`config.mk`:
```
export PLATFORM = sky130hd
export DESIGN_NAME = led_pattern_sequencer
export DESIGN_NICKNAME = d
export VERILOG_FILES = /design/src/rtl/led_seq_pkg.sv /design/src/rtl/led_prescaler.sv /design/src/rtl/led_pattern_sequencer.sv
export SDC_FILE = /design/constraint.sdc
export NUM_CORES = 1
export LEC_CHECK = 0
export BUFFER_PORTS_ARGS = -buffer_cell sky130_fd_sc_hd__buf_2
export CAP_MARGIN = 20
export CORE_MARGIN = 2
export CORE_UTILIZATION = 45
export CTS_CLUSTER_DIAMETER = 60
export DETAILED_ROUTE_END_ITERATION = 12
export GPL_TIMING_DRIVEN = 1
export PLACE_DENSITY = 0.63
export REMOVE_ABC_BUFFERS = 1
export SLEW_MARGIN = 20
export SYNTH_ARGS = -nofsm -noshare
export SYNTH_HDL_FRONTEND = slang
export SYNTH_SLANG_ARGS = --single-unit
```
`constraint.sdc`:
```
create_clock -name clk -period 3.3 [get_ports clk]
set_clock_uncertainty 0.05 [all_clocks]
set_input_delay 0.33 -clock clk [delete_from_list [all_inputs] [get_ports clk]]
set_output_delay 0.33 -clock clk [all_outputs]
set_load 0.01 [all_outputs]
```
`src/rtl/led_seq_pkg.sv`:
```
// rtl/led_seq_pkg.sv - shared types and seed helper for the LED pattern sequencer
package led_seq_pkg;

  typedef enum logic [1:0] {
    MODE_SHIFT  = 2'd0,
    MODE_BOUNCE = 2'd1,
    MODE_COUNT  = 2'd2,
    MODE_BLINK  = 2'd3
  } mode_t;

  typedef enum logic [1:0] {
    ST_IDLE = 2'd0,
    ST_RUN  = 2'd1,
    ST_HOLD = 2'd2
  } state_t;

  localparam int SEED_W = 64;

  // Callers truncate the result to their own LED width.
  function automatic logic [SEED_W-1:0] seed_f(mode_t m, int n);
    logic [SEED_W-1:0] s;
    s = '0;
    case (m)
      MODE_SHIFT, MODE_BOUNCE: s = SEED_W'(1);
      MODE_COUNT:              s = '0;
      default:                 s = (n >= SEED_W) ? '1 : ((SEED_W'(1) << n) - SEED_W'(1));
    endcase
    return s;
  endfunction

endpackage

```
`src/rtl/led_prescaler.sv`:
```
// rtl/led_prescaler.sv - step prescaler: counts run cycles and pulses tick every period_q cycles
module led_prescaler #(
  parameter int DIV_WIDTH = 32
) (
  input  logic                 clk,
  input  logic                 rst_n,
  input  logic                 run,
  input  logic                 clear,
  input  logic                 load,
  input  logic [DIV_WIDTH-1:0] period,
  output logic                 tick
);

  logic [DIV_WIDTH-1:0] count_q, count_d;
  logic [DIV_WIDTH-1:0] period_q, period_d;
  logic [DIV_WIDTH-1:0] period_sat;

  always_comb begin
    period_sat = (period == '0) ? DIV_WIDTH'(1) : period;
    tick       = run && !clear && (count_q == period_q - DIV_WIDTH'(1));
    count_d    = count_q;
    period_d   = period_q;
    if (clear) begin
      count_d = '0;
    end else if (load) begin
      count_d  = '0;
      period_d = period_sat;
    end else if (tick) begin
      // A new period only takes effect at a step boundary.
      count_d  = '0;
      period_d = period_sat;
    end else if (run) begin
      count_d = count_q + DIV_WIDTH'(1);
    end
  end

  always_ff @(posedge clk or negedge rst_n) begin
    if (!rst_n) begin
      count_q  <= '0;
      period_q <= DIV_WIDTH'(1);
    end else begin
      count_q  <= count_d;
      period_q <= period_d;
    end
  end

endmodule

```
`src/rtl/led_pattern_sequencer.sv`:
```
// rtl/led_pattern_sequencer.sv - run/hold/idle FSM stepping an LED pattern once per prescaled tick
module led_pattern_sequencer
  import led_seq_pkg::*;
#(
  parameter int N_LEDS    = 8,
  parameter int DIV_WIDTH = 32
) (
  input  logic                 clk,
  input  logic                 rst_n,
  input  logic                 en,
  input  logic                 clr,
  input  logic [1:0]           mode,
  input  logic [DIV_WIDTH-1:0] period,
  output logic [N_LEDS-1:0]    led,
  output logic                 tick,
  output logic                 wrap,
  output logic [1:0]           active_mode
);

  state_t              state_q, state_d;
  logic [N_LEDS-1:0]   led_q, led_d;
  logic                dir_q, dir_d;
  mode_t               amode_q, amode_d;
  mode_t               mode_in;

  logic                run;
  logic                load;
  logic                step;
  logic [N_LEDS-1:0]   nxt_led;
  logic                nxt_dir;
  logic                pat_wrap;

  assign mode_in     = mode_t'(mode);
  assign run         = (state_q == ST_RUN) && en && !clr;
  assign load        = (state_q == ST_IDLE) && en && !clr;
  assign led         = led_q;
  assign active_mode = amode_q;

  led_prescaler #(
    .DIV_WIDTH(DIV_WIDTH)
  ) u_prescaler (
    .clk    (clk),
    .rst_n  (rst_n),
    .run    (run),
    .clear  (clr),
    .load   (load),
    .period (period),
    .tick   (step)
  );

  // Next pattern value for the mode in effect; dir_q=1 means BOUNCE is heading down.
  always_comb begin
    nxt_led  = led_q;
    nxt_dir  = dir_q;
    pat_wrap = 1'b0;
    case (amode_q)
      MODE_SHIFT: begin
        if (led_q == '0) begin
          nxt_led  = N_LEDS'(seed_f(MODE_SHIFT, N_LEDS));
          pat_wrap = 1'b1;
        end else begin
          nxt_led = led_q << 1;
        end
      end
      MODE_BOUNCE: begin
        if (!dir_q) begin
          nxt_led = led_q << 1;
          nxt_dir = nxt_led[N_LEDS-1];
        end else begin
          nxt_led  = led_q >> 1;
          nxt_dir  = !nxt_led[0];
          pat_wrap = nxt_led[0];
        end
      end
      MODE_COUNT: begin
        nxt_led  = led_q + N_LEDS'(1);
        pat_wrap = (nxt_led == '0);
      end
      default: begin
        nxt_led  = ~led_q;
        pat_wrap = &nxt_led;
      end
    endcase
  end

  always_comb begin
    state_d = state_q;
    led_d   = led_q;
    dir_d   = dir_q;
    amode_d = amode_q;
    tick    = 1'b0;
    wrap    = 1'b0;
    if (clr) begin
      state_d = ST_IDLE;
      led_d   = '0;
      dir_d   = 1'b0;
    end else begin
      case (state_q)
        ST_IDLE: begin
          if (en) begin
            state_d = ST_RUN;
            amode_d = mode_in;
            led_d   = N_LEDS'(seed_f(mode_in, N_LEDS));
            dir_d   = 1'b0;
          end
        end
        ST_RUN: begin
          if (!en) begin
            state_d = ST_HOLD;
          end else if (step) begin
            tick = 1'b1;
            if (mode_in != amode_q) begin
              amode_d = mode_in;
              led_d   = N_LEDS'(seed_f(mode_in, N_LEDS));
              dir_d   = 1'b0;
            end else begin
              led_d = nxt_led;
              dir_d = nxt_dir;
              wrap  = pat_wrap;
            end
          end
        end
        ST_HOLD: begin
          if (en) state_d = ST_RUN;
        end
        default: state_d = ST_IDLE;
      endcase
    end
  end

  always_ff @(posedge clk or negedge rst_n) begin
    if (!rst_n) begin
      state_q <= ST_IDLE;
      led_q   <= '0;
      dir_q   <= 1'b0;
      amode_q <= MODE_SHIFT;
    end else begin
      state_q <= state_d;
      led_q   <= led_d;
      dir_q   <= dir_d;
      amode_q <= amode_d;
    end
  end

endmodule
```
Yosys cells after proc, flatten, opt, wreduce, memory -nomap -nowiden
Index checks and enable logic that the tools add are counted.

Bitwise logic cells: 2. Reductions and logical operators: 26. Add/subtract/negate cells: 3. Eq/ne operators: 18. Multiplexer cells: 46.

Operator list (count): $mux W32 (7); $mux W8 (7); $add A32 B1 Y32 const B (1); $eq A32 B32 Y1 (1); $logic_not A32 Y1 (1); $pmux W8 S2 (2); $sub A32 B1 Y32 const B (1); $pmux W8 S3 (1); $mux W1 (18); $logic_not A8 Y1 (2); $mux W2 (7); $ne A3 B3 Y1 const B (4); $add A8 B1 Y8 const B (1); $not A8 Y8 (1); $pmux W2 S2 (2); $reduce_and A8 Y1 (1); $eq A2 B1 Y1 const B (3); $eq A2 B2 Y1 const B (3); $logic_and A1 B1 Y1 (6); $logic_not A2 Y1 (3); $ne A2 B2 Y1 const B (3); $reduce_and A6 Y1 (1); $reduce_and A5 Y1 (1); $ne A4 B2 Y1 const B (1); other kinds (13) (17).

Register bits after elaboration: 77.

Depth between registers and ports, before layout
Depth in word-level cells: 9. Gate-level depth with buffers: 14. Gate-level depth less buffers: 12.

Cells and area by module
From an unflattened synthesis, not the netlist that was laid out.

Cell total of the unflattened synthesis: 607. Area, all modules: 5421.4 µm².

By module, submodules not included: led_prescaler (instances 1, seq. area each 1602.8 µm², area an instance 4310.4 µm², cells an instance 478); led_pattern_sequencer (instances 1, seq. area each 325.3 µm², area an instance 1111.1 µm², cells an instance 129).

Worst setup path before layout
OpenSTA, ideal clock, no wires.

Path kind: register to output. From: register u_prescaler.period_q[9]. To: output wrap. Arrival time: 3.349 ns. Setup slack: -0.429 ns. Cell stages (with the launch flop): 9. Buffers on the path: 0. Path through: dfrtp_1 or4_4 or4_1 nor4_2 xnor2_1 nand4_1 a2111oi_4 nand4b_4 a2111oi_0.

Word-level cells in the longest chain between the ends: 7.

RTL lines: start, declared (line led_prescaler.sv:15) `logic [DIV_WIDTH-1:0] period_q, period_d;`; start signal, assigned (line led_prescaler.sv:43) `period_q <= period_d;`; $sub A32 B1 Y32 (line led_prescaler.sv:20) `tick = run && !clear && (count_q == period_q - DIV_WIDTH'(1));`; $eq A32 B32 Y1 (line led_prescaler.sv:20); $logic_and A1 B1 Y1 (line led_prescaler.sv:20); $mux W1 (line led_pattern_sequencer.sv:110) `end else if (step) begin`; $mux W1 (line led_pattern_sequencer.sv:108) `if (!en) begin`; $mux W1 (line led_pattern_sequencer.sv:98) `case (state_q)`; $mux W1 (line led_pattern_sequencer.sv:93) `if (clr) begin`; end, declared (line led_pattern_sequencer.sv:16) `output logic wrap,`.

No other way between the ends.

Worst setup path in the final report
From: register u_prescaler.period_q[9]. To: output tick.

Word-level cells in the longest chain between the ends: 7.

RTL lines: $sub A32 B1 Y32 (line led_prescaler.sv:20); $eq A32 B32 Y1 (line led_prescaler.sv:20); $logic_and A1 B1 Y1 (line led_prescaler.sv:20); $mux W1 (line led_pattern_sequencer.sv:110); $mux W1 (line led_pattern_sequencer.sv:108); $mux W1 (line led_pattern_sequencer.sv:98); $mux W1 (line led_pattern_sequencer.sv:93); end, declared (line led_pattern_sequencer.sv:15) `output logic tick,`.

No other way between the ends.

==> out/metrics.yaml <==
async_reset_ff_share_pct: 100
r2r_start: "u_prescaler.period_q[9]"
io_buffers: 49
die_w_um: 114
clk_latency_ns: 0.35
tns_ns: -20.06
synth-edff-count: 0
finalNonFillerCells: 911
cp_slowest_stage_delay_ns: 0.55
ioPinCount: 50
syn_to_final_growth_pct: 32.6
syn_inst: 660
crit_start: "u_prescaler.period_q[9]"
tightest_slew_ns: 0.698
power.density_mw_per_mm2: 437
drive_above_1_share_pct: 32.5
first_pass_iters: 5
total_leakage_power_nw: 3.01
grtUsageTotal_pct: 25.7
critPathMaxFanout: 2
critical_path.top_delay_family: "simple AND/OR/NAND/NOR gates"
min_from: "period[27]"
cts.reportedPaths.clkPinSlew_ns: 0.06
crit_buf_inv: 4
dr.first_iter.drc_count: 447
maxSlewHeadroom_pct: 53.0
slew_viol_final: 0
cts_buffers: 9
synth_most_common_cell: "dfrtp_1"
cp-start-kind: "flip-flop"
dp_hpwl_um: 11100
avgRoutedWirePerCell_um: 18.4
clockRootBuffer: "clkbuf_16"
rows: 40
syn_area_mm2: 0.00549
drt_wl_total_um: 16700
hold_depth: 2
synth_seq_cells: 77
finish.net_count: 802
die_area_mm2: 0.0131
cpMaxStageDelayCell: "or4_4"
grt_pass1_wl_um: 26500
initial_utilization_pct: 45.9
synth_top_area_share_pct: 34.6
dpl_worst_slack_ns: -0.349
cts_tree: "yes"
die_h_um: 114
fmax_ghz: 0.272
h-tree-depth: 3
period_minus_slack_ns: 3.67
critPathKind: "flip-flop to output port"
cp.required_ns: 2.92
clk_path_buf_depth: 2
period_share_pct: 111
status: "complete, but fails checks"
synthTopCellsByCount: "dfrtp_1, nand2_1, nor2_1"
seq_area_frac_synth_pct: 35.1
num_vias: 5470
violations: "setup timing"
coreArea_mm2: 0.0120
maxCapViolations: 0
min_delay_worst_endpoint: "u_prescaler.period_q[27]"
finalHoldViolCount: 0
setup_viol: 77
hold_slack_ns: 0.189
hp-class: "input port to flip-flop"
place_inst: 876
cts_num_sinks: 77
synth.distinct_cells: 68
drc: 0
grt_max_degree: 78
synth_area_leaders: "dfrtp_1, mux2_1, nand2_1"
peakVddDrop_mv: 0.228
gr-total-overflow: 0
synth_area_leader_cell: "dfrtp_1"
grt_pass1_vias: 5168
finalWorstSetupSlack_ns: -0.370
endpoint_kind: "output port"
r2r_end: "u_prescaler.period_q[10]"
rsz0062_at_grt: "true"
worstPathCellList: "or4_4, or4_4, nor4_4, xnor2_1, nand4_1, a2111oi_4, nand4b_4, buf_6, buf_6, inv_4, buf_6"
critPathMostFrequentCell: "buf_6"
synthFlopType: "dfrtp_1"
arrival_ns: 3.29
diodes: 0
fillers: 1024
synth.avg_cell_area_um2: 8.32
rrSetupSlack_ns: -0.36
antenna_found_initial: 0
ff2ff_path_depth: 13
place_congestion: 0.935
path_depth: 11
ant_nets: 0
vias_per_cell: 6.00
yosysWarnings: 0
[routing by layer]
| metal | vias up | routed length (um) | share of wire (%) | track usage, % |
|---|---|---|---|---|
| met5 | - | 0 | 0 | 0 |
| met4 | 0 | 398 | 2.4 | 9.84 |
| met3 | 28 | 882 | 5.3 | 4.45 |
| met2 | 179 | 8210 | 49 | 42.4 |
| met1 | 2665 | 7230 | 43 | 33.8 |
| li1 | 2598 | - | - | - |
[registers in the layout (all words and copies together) (netlist names)]
signal and flops:
state_q 2, u_prescaler.count_q 32, dir_q 1, active_mode 2, u_prescaler.period_q 32, led 8
[per-stage QoR]
stage	instance area [um2]	total power, mW	util, %
2_1_floorplan	5280	1.64	-
4_1_cts	6980	3.13	58.4
5_1_grt	7280	3.33	60.8
6_report	7280	3.18	60.8
3_5_place_dp	6220	2.00	52.0
3_3_place_gp	6220	1.98	52.0
[cells by family (layout without fill, tap and decap cells)]
kind of cell / count (synthesis) / after routing / share of synthesized area [%]
AND/OR/NAND/NOR: 290 / 290 / 27.7
AO/OA/AOI/OAI: 140 / 140 / 16.0
flip-flops: 77 / 77 / 35.1
buffers and inverters: 62 / 166 / 4.88
XOR/XNOR: 52 / 52 / 8.30
multiplexers: 34 / 34 / 6.88
adder cells (fa/ha/maj): 5 / 5 / 1.14
[cells in the final DEF (no fill, tap or decap), drive strengths merged, types with 20 or more instances in the layout]
cell type	synthesis	final
buf	11	133
dfrtp	76	76
nand2	69	69
nor2	57	57
a21oi	49	49
nor3	47	47
o21ai	35	35
mux2	30	30
xnor2	28	28
nand3	24	24
xor2	24	24
nor4	20	20
[timing repair]
| item | CTS | global route |
|---|---|---|
| setup endpoints to repair | 77 | 77 |
| hold buffers | 0 | 1 |
| hold endpoints to repair | 0 | 32 |
| pin swaps | 17 | 14 |
| setup buffers | 10 | 4 |
| resized for setup | 66 | 60 |
| gates cloned | 4 | 1 |
[worst max path at each step]
stage                                          end  slack (ns)
after floorplan           u_prescaler.period_q[10]       -0.46
after global placement    u_prescaler.period_q[15]       -0.28
after detailed placement  u_prescaler.period_q[28]       -0.35
after CTS                                     tick       -0.37
after global routing                          tick       -0.55
final                                         tick       -0.37
[power breakdown]
group	internal, mW	switching [mW]	leakage, nW
logic	0.495	0.524	1.87
registers	1.04	0.112	0.995
clock network	0.603	0.405	0.140
total	2.14	1.04	3.01
[area by class of cell]
cell class	count	area [um2]	area share, %
multi-input combinational	521	3680	50.6
sequential	77	1930	26.5
timing repair buffer	135	1120	15.4
clock buffer	10	239	3.28
tap	147	184	2.53
clock inverter	6	62.6	0.860
inverter	15	58.8	0.808
(Power assumes the default switching activity.)
